===== src/rtl/fifo_rptr_empty.sv =====
// -----------------------------------------------------------------------------
// fifo_rptr_empty
//   Read-side pointer and empty-flag controller for an asynchronous FIFO.
//   Brings the write-domain Gray write pointer into rclk through a two-flop
//   synchroniser. Keeps the binary and Gray read pointers and drives the
//   memory read address. Produces registered empty, level, data-valid,
//   underflow and (optionally) almost-empty status.
//
// Parameters
//   ADDR_SIZE     memory address width, DEPTH = 2**ADDR_SIZE
//   AEMPTY_THRESH almost-empty threshold in words (almost-empty build only)
//
// Ports
//   rclk       in   read clock
//   rrst_n     in   asynchronous active-low reset (read domain)
//   rinc       in   pop request, honoured only while rempty is low
//   wptr_gray  in   Gray write pointer from the write clock domain
//   raddr      out  memory read address (low bits of binary read pointer)
//   rptr       out  registered Gray read pointer for the write-side sync
//   rempty     out  registered empty flag
//   rvalid     out  memory read data holds the word popped last edge
//   rcount     out  words available as seen from the read side
//   rerr       out  single-cycle underflow pulse (rinc while empty)
//   raempty    out  almost-empty flag
//
// Build option
//   FIFO_RALMOST_EMPTY_EN  when defined, raempty is a registered
//                          "rcount <= AEMPTY_THRESH" flag (reset value 1);
//                          otherwise raempty is tied low.
// -----------------------------------------------------------------------------
module fifo_rptr_empty #(
  parameter int ADDR_SIZE     = 4,
  parameter int AEMPTY_THRESH = 2
) (
  input  logic                 rclk,
  input  logic                 rrst_n,
  input  logic                 rinc,
  input  logic [ADDR_SIZE:0]   wptr_gray,
  output logic [ADDR_SIZE-1:0] raddr,
  output logic [ADDR_SIZE:0]   rptr,
  output logic                 rempty,
  output logic                 rvalid,
  output logic [ADDR_SIZE:0]   rcount,
  output logic                 rerr,
  output logic                 raempty
);

  localparam int PW = ADDR_SIZE + 1;

  // Synchroniser stages: plain flop chain so only one Gray bit can be
  // in flight at a time.
  logic [PW-1:0] rq1_q;
  logic [PW-1:0] rq2_q;

  logic [PW-1:0] rbin_q,   rbin_d;
  logic [PW-1:0] rgray_q,  rgray_d;
  logic [PW-1:0] rcount_q, rcount_d;
  logic          rempty_q, rempty_d;
  logic          rvalid_q, rvalid_d;
  logic          rerr_q,   rerr_d;
  logic          pop;

  // Synchronised write pointer converted back to binary. Each binary bit is
  // the XOR of all Gray bits at and above it.
  logic [PW-1:0] rq2_bin;

  genvar gi;
  generate
    for (gi = 0; gi < PW; gi++) begin : g_gray2bin
      assign rq2_bin[gi] = ^rq2_q[PW-1:gi];
    end
  endgenerate

  always_comb begin
    pop      = rinc & ~rempty_q;
    rbin_d   = rbin_q + {{ADDR_SIZE{1'b0}}, pop};
    rgray_d  = rbin_d ^ (rbin_d >> 1);
    // Compare against the next pointer so empty rises on the same edge
    // that consumes the last visible word.
    rempty_d = (rgray_d == rq2_q);
    rcount_d = rq2_bin - rbin_d;
    rvalid_d = pop;
    rerr_d   = rinc & rempty_q;
  end

  always_ff @(posedge rclk or negedge rrst_n) begin
    if (!rrst_n) begin
      rq1_q    <= '0;
      rq2_q    <= '0;
      rbin_q   <= '0;
      rgray_q  <= '0;
      rcount_q <= '0;
      rempty_q <= 1'b1;
      rvalid_q <= 1'b0;
      rerr_q   <= 1'b0;
    end else begin
      rq1_q    <= wptr_gray;
      rq2_q    <= rq1_q;
      rbin_q   <= rbin_d;
      rgray_q  <= rgray_d;
      rcount_q <= rcount_d;
      rempty_q <= rempty_d;
      rvalid_q <= rvalid_d;
      rerr_q   <= rerr_d;
    end
  end

  assign raddr  = rbin_q[ADDR_SIZE-1:0];
  assign rptr   = rgray_q;
  assign rempty = rempty_q;
  assign rvalid = rvalid_q;
  assign rcount = rcount_q;
  assign rerr   = rerr_q;

`ifdef FIFO_RALMOST_EMPTY_EN
  localparam logic [PW-1:0] AE_THRESH = PW'(AEMPTY_THRESH);

  logic raempty_q, raempty_d;

  // Uses the same next-cycle level as rcount so the two stay aligned.
  always_comb begin
    raempty_d = (rcount_d <= AE_THRESH);
  end

  always_ff @(posedge rclk or negedge rrst_n) begin
    if (!rrst_n) begin
      raempty_q <= 1'b1;
    end else begin
      raempty_q <= raempty_d;
    end
  end

  assign raempty = raempty_q;
`else
  // Feature absent: the flag is constant low whatever the threshold value.
  generate
    if (AEMPTY_THRESH >= 0) begin : g_no_aempty
      assign raempty = 1'b0;
    end else begin : g_no_aempty_neg
      assign raempty = 1'b0;
    end
  endgenerate
`endif

endmodule


===== config.mk =====
export PLATFORM = sky130hd
export DESIGN_NAME = fifo_rptr_empty
export DESIGN_NICKNAME = d
export VERILOG_FILES = /design/src/rtl/fifo_rptr_empty.sv
export SDC_FILE = /design/constraint.sdc
export NUM_CORES = 1
export LEC_CHECK = 0
export CAP_MARGIN = 20
export CORE_MARGIN = 8
export CORE_UTILIZATION = 43
export CTS_CLUSTER_SIZE = 25
export DETAILED_ROUTE_END_ITERATION = 10
export PLACE_DENSITY_LB_ADDON = 0.15
export RECOVER_POWER = 50
export SLEW_MARGIN = 20
export SYNTH_ARGS = -nofsm -noshare
export SYNTH_HDL_FRONTEND = slang
export SYNTH_SLANG_ARGS = --single-unit

===== constraint.sdc =====
create_clock -name rclk -period 2.5 [get_ports rclk]
set_clock_uncertainty 0.05 [all_clocks]
set_input_delay 0.375 -clock rclk [delete_from_list [all_inputs] [get_ports rclk]]
set_output_delay 0.375 -clock rclk [all_outputs]
set_load 0.02 [all_outputs]

==> results.txt, run 1 <==
----------------------------------------------------
[Worst setup path]
  Worst-path maximum fanout ... 3
  Start-to-end type of the worst setup path ... reg2reg
  Cell type of the slowest stage on the worst timing path ... dfrtp_2
  WP data required ... 2.67 ns
  Arrival time at the worst endpoint ... 2.66 ns
  Cell Chain, Critical Path ... xor2_4 > xnor2_2 > xnor2_2 > xnor2_1 > ha_2 > inv_2 > fa_2 > nand2_2 > nor2_1 > a211o_1 > xor2_1
  Register-to-register path setup slack ... 0.01 ns
  Maximum cell stage delay along the critical path ... 0.47 ns
  Reg2reg path depth ... 11
  Endpoint of the most critical register-to-register path ... rcount[4]
  Critical Path Start Type ... flop
  Start of the worst register-to-register path ... rq2_q[4]
  Endpoint kind of the worst setup timing path ... flop
  Most Frequent Cell on Critical Path ... xnor2_2

[Placed design]
  Detail Placement HPWL ... 1490 um
  Routability congestion estimate from global placement ... 0.708
  Placed cell count ... 147
  Worst slack at placement ... -0.101 ns
  Port Buf Inserts ... 24
  DP Area ... 1530 sq um

[Final layout]
  Proportion of layout cells with a drive suffix above 1 ... 0.281
  Non-Filler Instances ... 151
  Utilization of the core after routing ... 0.630
  Number of diodes added for antenna fixing ... 0
  Area of all placed cells without fillers ... 1580 sq um
  Total number of nets in the final design ... 135
  Post-synthesis to final-layout area growth ... 38.4%

[Timing]
  Slew Limit Fails ... 0
  Achievable Freq ... 402 MHz
  Fin crit share ... 0.994
  Slew margin rel. ... 0.0927
  Minimum setup slack in the final design ... 0.0138 ns
  Post-route minimum period ... 2.49 ns
  Worst-margin pin slew ... 1.36 ns
  Final Setup Violations ... 0
  Count of final hold-check violations ... 0
  Setup repair after global routing missed its margin ... true

[Logic synthesis]
  Post-synthesis share of cell area spent on and, or, nand and nor gates ... 0.0747
  Mean Syn Cell Area ... 14.2 sq um
  Syn. warnings ... 0
  Cell type with the highest aggregate area in the netlist ... dfrtp_1
  Multiplexer fraction of the synthesized cell area ... 0
  Top FF cell, synth ... dfrtp_1
  Main combinational cell family by area after synthesis ... XOR/XNOR gates
  Largest cells by area after synthesis ... dfrtp_1, xnor2_1, xnor2_2
  Area share of the largest cell type after synthesis ... 0.571
  Post-synth cell types ... 29
  Proportion of synthesized chip area in sequential cells ... 0.595
  Net count after synthesis ... 93
  Number of enable-type register cells in the synthesized netlist ... 0
  Number of register bits inferred by synthesis ... 27
  Cell Area, Synth ... 1140 sq um
  Post-synthesis instance total ... 80
  Post-synthesis share of cell area spent on xor and xnor gates ... 0.193
  Arithmetic-cell share of the synthesized area counting full adders, half adders and majority gates ... 0.0703
  Share of synthesized registers carrying an async set or reset ... 1.00
  Fraction of the mapped netlist area in compound gates ... 0.0374

[Pwr]
  Total power density per cell area ... 1370 nW/um^2
  Overall Power ... 2160 uW
  Power share of the sequential group ... 0.310
  Internal Pwr Total ... 1350 uW
  Combinational Power Share ... 0.608
  Switching portion of total power ... 0.377
  Leakage power summed over all cells ... 0.000698 uW
  Switching component of the power ... 814 uW
  IR Drop Worst-Case VDD ... 0.755 mV
  Clock share of power ... 0.083

[Global route]
  First-pass GRT wire length ... 3260 um
  Initial antenna violation count ... 0
  Via count of the first global-routing pass ... 716
  Largest net degree at the start of global routing ... 28
  Overflow left after global routing ... 0
  Total GRT Usage ... 0.0962

[CTS]
  Total clock sinks ... 27
  Clock Tree Buf Depth ... 2
  Insertion delay to the later sink of the worst-skew pair ... 0.32 ns
  TritonCTS clock tree ... done
  CTS HTree Levels ... 1
  Post-CTS setup buffers ... 0
  Clock transition at the register clock pins on the worst setup and hold paths after CTS ... 0.13 ns
  Number of buffers added by the clock tree synthesis step ... 3
  Clock Root Buffer ... clkbuf_4

[Die]
  Core area ... 2500 sq um
  Die outline width ... 67.5 um
  Die area ... 4550 sq um
  Initial core utilization ... 0.455
  Die outline height ... 67.5 um
  Number of top-level pins ... 26
  Row cnt ... 18

[Route]
  Number of detailed-route iterations in the first pass ... 2
  Remaining number of nets flagged by the antenna check after routing ... 0
  Via count of the routed design ... 685
  Number of DRC violations after detailed-routing iteration 0 ... 13
  Total wirelength of the detailed-routed design ... 1880 um
  WL/cell ... 12.4 um
  Number of DRC violations after detailed routing ... 0
  Per-cell via count in the routed design ... 4.54

[Hold path]
  Min-Delay Endpoint ... rq2_q[0]
  Worst min-delay path startpoint ... rq1_q[0]
  Worst hold path stage count ... 0
  Hold Path Class ... reg2reg

[Run status]
  Result of the run ... complete, no violations

[Run]
  Max_cap viols ... 0

----------------------------------------------------
## state kept, by name, summed over array words and instances (netlist names)
name	flops
rbin_q	5
rcount	5
rq1_q	5
rq2_q	5
rptr	4
rempty	1
rerr	1
rvalid	1
## cells by family (layout without fill, tap and decap cells)
family	count (synthesis)	in the layout
XOR/XNOR	20	20
other	1	1
adder cells (fa/ha/maj)	6	6
AO/OA/AOI/OAI	6	6
buffers and inverters	7	48
flip-flops	27	27
AND/OR/NAND/NOR	13	13
## area by class of cell
type | instances | area, sq um
Tap cell | 30 | 37.5
Timing Repair Buffer | 38 | 342
Clock buffer | 4 | 26.3
Multi-Input combinational cell | 46 | 469
Fill cell | 205 | 925
Sequential cell | 27 | 678
Inverter | 6 | 22.5
## repair_timing
action | in CTS | in global routing
resized for setup | 0 | 7
hold buffers | 0 | 0
pin swaps | 1 | 8
setup endpoints to repair | 1 | 1
## cell usage in the layout, fill, tap and decap left out, types with 2 or more instances in the layout
cell and instances:
xnor2_2 6, buf_4 13, dlygate4sd3_1 6, dfrtp_1 25, inv_2 2, xor2_1 2, clkbuf_4 3, inv_1 4
clkbuf_1 2, ha_1 3, a211o_1 2, xnor2_1 10, clkdlybuf4s50_1 18
## cell usage after synthesis, drive strengths merged (2+ instances only)
master and instances:
dfrtp 26, xnor2 16, inv 6, ha 4, xor2 4, a211o 2
a21oi 2, and3 2, nand3 2
## worst max path at each step
stage | from | to | cells past startpoint
after floorplan | rq2_q[3] | rcount[4] | 11
after global placement | rinc | rcount[4] | 11
after detailed placement | rinc | rcount[4] | 11
after CTS | rq2_q[3] | rcount[4] | 11
after global routing | rq2_q[4] | rcount[4] | 11
final | rq2_q[4] | rcount[4] | 11
## worst max-delay path: cells and delay by family (launching register included)
| kind | cells | cell delay, ns |
|---|---|---|
| xor gates and xnor gates | 5 | 0.86 |
| DFF | 1 | 0.47 |
| adders and majority gates | 2 | 0.57 |
| AOI/OAI and AO/OA | 1 | 0.27 |
| buffers and inverters | 1 | 0.04 |
| and+or+nand+nor | 2 | 0.12 |
## power by group through the flow
stage	logic (uW)	clock network, uW	registers (uW)
after floorplan	579	0	834
after global placement	1280	0	671
after detailed placement	1270	0	679
after CTS	1290	193	670
after global routing	1440	209	686
final	1310	179	669
## stage by stage
step                TNS (ns)  hold WS, ns
global placement     -0.0779        0.283
CTS                        0        0.316
finish                     0        0.312
global route         -0.0775        0.323
detailed placement    -0.128        0.285
floorplan            -0.0467       0.0294
## routing by layer
metal,vias up,wire [um],track usage,share of wire
met5,-,0,0,0
met4,0,34,0.0470,0.018
met3,5,181,0.0447,0.096
met2,23,850,0.151,0.45
met1,321,812,0.109,0.43
li1,336,-,-,-
Power figures use the tool's default switching activity.
==> run 2, diff against run 1 <==
--- a/config.mk
+++ b/config.mk
@@ -16,3 +16,4 @@
 export SYNTH_ARGS = -nofsm -noshare
 export SYNTH_HDL_FRONTEND = slang
 export SYNTH_SLANG_ARGS = --single-unit
+export TNS_END_PERCENT = 30
==> results of run 2 <==
Same layout as run 1: the final DEF is identical, and so are final timing and power.
==> run 3, diff against run 2 <==
--- a/config.mk
+++ b/config.mk
@@ -5,7 +5,6 @@
 export SDC_FILE = /design/constraint.sdc
 export NUM_CORES = 1
 export LEC_CHECK = 0
-export CAP_MARGIN = 20
 export CORE_MARGIN = 8
 export CORE_UTILIZATION = 43
 export CTS_CLUSTER_SIZE = 25
==> results of run 3 <==
Same layout as run 1: the final DEF is identical, and so are final timing and power.
